$ cat src/rtl/param_edge_bit_counter.sv
// Oversampled serial-frame timing: counts edges within a bit and bits within a frame.
// Strobes decode registered state combinationally; CfgErr is registered one cycle after the illegal sample.
module param_edge_bit_counter #(
  parameter int PS_W = 6,
  parameter int BC_W = 4
) (
  input  logic            CLK,
  input  logic            RST,
  input  logic            Enable,
  input  logic            Clear,
  input  logic [PS_W-1:0] Prescale,
  input  logic [3:0]      DataWidth,
  input  logic            ParityEn,
  input  logic            StopBits2,
  output logic [PS_W-1:0] EdgeCounter,
  output logic [BC_W-1:0] BitCounter,
  output logic            SampleStrobe,
  output logic            BitDone,
  output logic            FrameDone,
  output logic            Busy,
  output logic            CfgErr
);

  typedef enum logic {
    IDLE  = 1'b0,
    COUNT = 1'b1
  } state_t;

  state_t          r_state;
  state_t          w_state_nxt;
  logic [PS_W-1:0] r_edge;
  logic [PS_W-1:0] w_edge_nxt;
  logic [BC_W-1:0] r_bit;
  logic [BC_W-1:0] w_bit_nxt;
  logic [PS_W-1:0] r_ps;
  logic [3:0]      r_dw;
  logic            r_par;
  logic            r_stop2;
  logic            r_cfg_err;
  logic            w_cfg_err_nxt;
  logic            w_latch;
  logic            w_cfg_ok;
  logic [PS_W-1:0] w_ps_m1;
  logic [PS_W-1:0] w_half;
  logic [4:0]      w_last_full;
  logic [BC_W-1:0] w_last_bit;
  logic            w_is_count;
  logic            w_bit_end;
  logic            w_frame_end;
  logic            w_mid;

  assign w_cfg_ok = ((Prescale == PS_W'(8)) || (Prescale == PS_W'(16)) || (Prescale == PS_W'(32)))
                    && (DataWidth >= 4'd5) && (DataWidth <= 4'd9);

  // Index of the last bit: N-1 = DataWidth + ParityEn + 1 + StopBits2.
  assign w_last_full = 5'd1 + {1'b0, r_dw} + {4'b0, r_par} + {4'b0, r_stop2};
  assign w_last_bit  = BC_W'(w_last_full);

  assign w_ps_m1     = r_ps - PS_W'(1);
  assign w_half      = r_ps >> 1;
  assign w_is_count  = (r_state == COUNT);
  assign w_bit_end   = w_is_count && (r_edge == w_ps_m1);
  assign w_frame_end = w_bit_end && (r_bit == w_last_bit);
  assign w_mid       = (r_edge == (w_half - PS_W'(1))) || (r_edge == w_half) ||
                       (r_edge == (w_half + PS_W'(1)));

  always_comb begin
    w_state_nxt   = r_state;
    w_edge_nxt    = r_edge;
    w_bit_nxt     = r_bit;
    w_latch       = 1'b0;
    w_cfg_err_nxt = 1'b0;
    case (r_state)
      IDLE: begin
        w_edge_nxt = '0;
        w_bit_nxt  = '0;
        if (!Clear && Enable) begin
          if (w_cfg_ok) begin
            w_latch     = 1'b1;
            w_state_nxt = COUNT;
          end else begin
            w_cfg_err_nxt = 1'b1;
          end
        end
      end
      COUNT: begin
        // Clear, abort and frame completion all collapse to the same exit.
        if (Clear || !Enable || w_frame_end) begin
          w_state_nxt = IDLE;
          w_edge_nxt  = '0;
          w_bit_nxt   = '0;
        end else if (w_bit_end) begin
          w_edge_nxt = '0;
          w_bit_nxt  = r_bit + BC_W'(1);
        end else begin
          w_edge_nxt = r_edge + PS_W'(1);
        end
      end
      default: begin
        w_state_nxt = IDLE;
        w_edge_nxt  = '0;
        w_bit_nxt   = '0;
      end
    endcase
  end

  always_ff @(posedge CLK) begin
    if (RST) begin
      r_state   <= IDLE;
      r_edge    <= '0;
      r_bit     <= '0;
      r_ps      <= PS_W'(8);
      r_dw      <= 4'd8;
      r_par     <= 1'b0;
      r_stop2   <= 1'b0;
      r_cfg_err <= 1'b0;
    end else begin
      r_state   <= w_state_nxt;
      r_edge    <= w_edge_nxt;
      r_bit     <= w_bit_nxt;
      r_cfg_err <= w_cfg_err_nxt;
      if (w_latch) begin
        r_ps    <= Prescale;
        r_dw    <= DataWidth;
        r_par   <= ParityEn;
        r_stop2 <= StopBits2;
      end
    end
  end

  assign EdgeCounter  = r_edge;
  assign BitCounter   = r_bit;
  assign Busy         = w_is_count;
  assign BitDone      = w_bit_end;
  assign FrameDone    = w_frame_end;
  assign SampleStrobe = w_is_count && w_mid;
  assign CfgErr       = r_cfg_err;

endmodule

$ cat config.mk
export PLATFORM = sky130hd
export DESIGN_NAME = param_edge_bit_counter
export DESIGN_NICKNAME = d
export VERILOG_FILES = /design/src/rtl/param_edge_bit_counter.sv
export SDC_FILE = /design/constraint.sdc
export NUM_CORES = 1
export LEC_CHECK = 0
export BUFFER_PORTS_ARGS = -buffer_cell sky130_fd_sc_hd__buf_2
export CAP_MARGIN = 20
export CORE_ASPECT_RATIO = 1.1
export CORE_MARGIN = 10
export CORE_UTILIZATION = 40
export DETAILED_ROUTE_END_ITERATION = 6
export GPL_TIMING_DRIVEN = 0
export PLACE_DENSITY = 0.57
export SLEW_MARGIN = 20
export SYNTH_ARGS = -nofsm -noshare
export SYNTH_HDL_FRONTEND = slang
export SYNTH_SLANG_ARGS = --single-unit
$ cat constraint.sdc
create_clock -name CLK -period 4.5 [get_ports CLK]
set_clock_uncertainty 0.15 [all_clocks]
set_input_delay 0.9 -clock CLK [delete_from_list [all_inputs] [get_ports CLK]]
set_output_delay 0.9 -clock CLK [all_outputs]
set_load 0.1 [all_outputs]
==> metrics.csv <==
metric,value,unit
IO Port Bufs,30,
Detailed Place HPWL,3042,um
pin count of the biggest net entering global routing,14,
Cell variety after synth,49,
"flops & latches, synth",24,
Site Rows,24,
Worst EP arrival,2.86,ns
register-to-register setup slack,1.99,ns
final setup violation count,0,
setup TNS,0,ns
Max Cap Viol,0,
fin nets,251,
initial cell density of the core,0.4164,
Hold Path Class,reg -> reg,
vias per inst,5.188,
Layout fillers,428,
Post-route DRC,0,
WHS,0.3161,ns
VDD IR max,0.1160,mV
endpoint class of the critical path,primary output,
cell with the most instances after synthesis,dfxtp_1,
Non-Filler Instances,276,
Main synth FF type,dfxtp_1,
H-Tree Depth,1,
Lkg Pwr,0.8280,nW
RR Endpoint,Busy$_SDFF_PP0_,
area share of the largest cell type after synthesis,0.2911,
Yosys top cell by area,dfxtp_1,
area grow syn2layout,16.76,%
CTS hold repair buffers,0,
core area,3964,um^2
CP Class,reg -> out,
Clock Latency Late Sink,0.27,ns
# placed instances,272,
layout cell share with drive strength beyond 1,0.2143,
DRT Pass-1 Iters,4,
RR Startpoint,r_stop2$_SDFFE_PP0P_,
status,"finished, final reports clean",
final design utilization,0.4861,
HP Start,r_dw[3]$_SDFFE_PP1P_,
Slew headroom,0.6684,
ant diodes,0,
Post-synth top cells,"dfxtp_1, nor2_1, xor2_1",
GRT overflow,0,
CTS root buf,clkbuf_8,
largest cells by area after synthesis,"dfxtp_1, xor2_1, ha_1, xnor2_1, mux2i_1",
clock buffer count from CTS,3,
first-pass GRT wire length,6955,um
maximum clock frequency,0.2557,GHz
vias in the first global route,1511,
R2R depth,10,
DRT iter0 DRCs,53,
gpl congestion,0.7796,
Post-Synthesis Cells,190,
Critical Path RT,3.45,ns
GRT Util Overall,0.1203,
final period utilization,0.8692,
Max Transition Viols Final,0,
DIE HEIGHT,87.37,um
Critical Path Start Type,flip-flop,
Worst Tran Pin Value,0.4975,ns
Synth Net Count,216,
"Cell Area, Synth",1650,um^2
Via Count,1432,
RSZ-0062 raised after global routing,no,
Period minus WS final,3.911,ns
die area,7098,um^2
TritonCTS clock tree,built,
Post-synth EDFFs,0,
post-CTS setup buffer count,0,
Hold Crit Endpoint,r_dw[3]$_SDFFE_PP1P_,
final hold violations,0,
register area,480.5,um^2
initial antenna violation count,0,
"Gates resized, CTS repair",0,
ys async rst share,0,
num ports,31,
DRT antenna net count,0,
CTS Sinks,24,
Power Density,198.3,nW/um^2
CP Max Fanout,3,
mean area per synthesized cell,8.686,um^2
Hold Path Depth,2,
multi-input logic area,1080,um^2
clk slew on worst S/H paths,0.08,ns
register area share after synthesis,0.2911,
WL per Instance,14.07,um
worst-case clock buffer depth,2,
yosys warns,0,
WL final,3884,um
die width,81.25,um
sequential cells by signal, indices dropped and copies added, names as in the netlist:
| signal | flops |
|---|---|
| r_dw | 4 |
| r_ps | 6 |
| BitCounter | 4 |
| r_par | 1 |
| CfgErr | 1 |
| Busy | 1 |
| r_stop2 | 1 |
| EdgeCounter | 6 |
worst max-delay path by stage:
stage | cells after the start | startpoint | slack, ns | end
final | 10 | r_stop2$_SDFFE_PP0P_ | 0.59 | FrameDone
after global routing | 8 | r_ps[2]$_SDFFE_PP0P_ | 0.34 | FrameDone
after CTS | 10 | r_stop2$_SDFFE_PP0P_ | 0.57 | FrameDone
after detailed placement | 10 | r_stop2$_SDFFE_PP0P_ | 0.89 | FrameDone
after global placement | 10 | r_stop2$_SDFFE_PP0P_ | 0.86 | FrameDone
after floorplan | 5 | EdgeCounter[4]$_SDFF_PP0_ | 0.41 | SampleStrobe
per-stage QoR:
stage / power [mW] / setup slack (ns) / instance area (um^2)
finish: 0.3821 / 0.5888 / 1927
CTS: 0.3877 / 0.5726 / 1927
global placement: 0.2405 / 0.8625 / 1872
global route: 0.3983 / 0.3361 / 1927
detailed placement: 0.2406 / 0.8907 / 1872
floorplan: 0.2295 / 0.4085 / 1657
critical path: stages (launching register included):
cell and delay [ns]:
dfxtp_1 0.34, inv_1 0.05, ha_1 0.26, inv_1 0.04
ha_1 0.20, fa_1 0.45, xor2_1 0.15, nor3_1 0.26
and3b_1 0.22, and3_2 0.21, buf_2 0.43
cells by family (layout without fill, tap and decap cells):
logic type | Yosys count | count (layout) | synth area share
flops | 24 | 24 | 0.2911
fa+ha+maj | 10 | 10 | 0.08037
buf+inv | 18 | 52 | 0.05838
mux | 8 | 8 | 0.04852
xor+xnor | 25 | 25 | 0.1418
simple gates | 72 | 72 | 0.2343
compound gates | 33 | 33 | 0.1456
report_power, final:
| group | leakage, nW | internal, mW | total [mW] | switching [mW] |
|---|---|---|---|---|
| sequential | 0.193 | 0.213 | 0.213 | 0.000400 |
| clock | 0.0288 | 0.0781 | 0.147 | 0.0688 |
| combinational | 0.606 | 0.00911 | 0.0219 | 0.0128 |
final cells by class:
class                   count  share of cell area
plain buffers               9             0.03247
clock buffers               4             0.02857
inverters                   9             0.01753
multi-input cells         148              0.5604
flip-flops and latches     24              0.2494
well taps                  52             0.03377
repair buffers             30             0.07792
cells in the final DEF, fill, tap and decap left out, types with 4 or more instances in the layout:
cell      count
clkbuf_8      4
buf_2        32
nand2b_1      4
nor3_1       10
nor2_1       21
inv_1         8
o21ai_0       8
nand3_1      12
xnor2_1      11
dfxtp_1      24
nand2_1       5
xor2_1       13
mux2i_1       8
ha_1          9
a21oi_1       4
per-layer routing:
layer,track usage,vias to the layer above,share of wire
met5,0,-,0
met3,0.02479,8,0.032
met2,0.2087,26,0.50
met1,0.1377,664,0.45
met4,0.05197,0,0.023
li1,-,734,-
No activity file was read; power rests on OpenSTA's default activity.
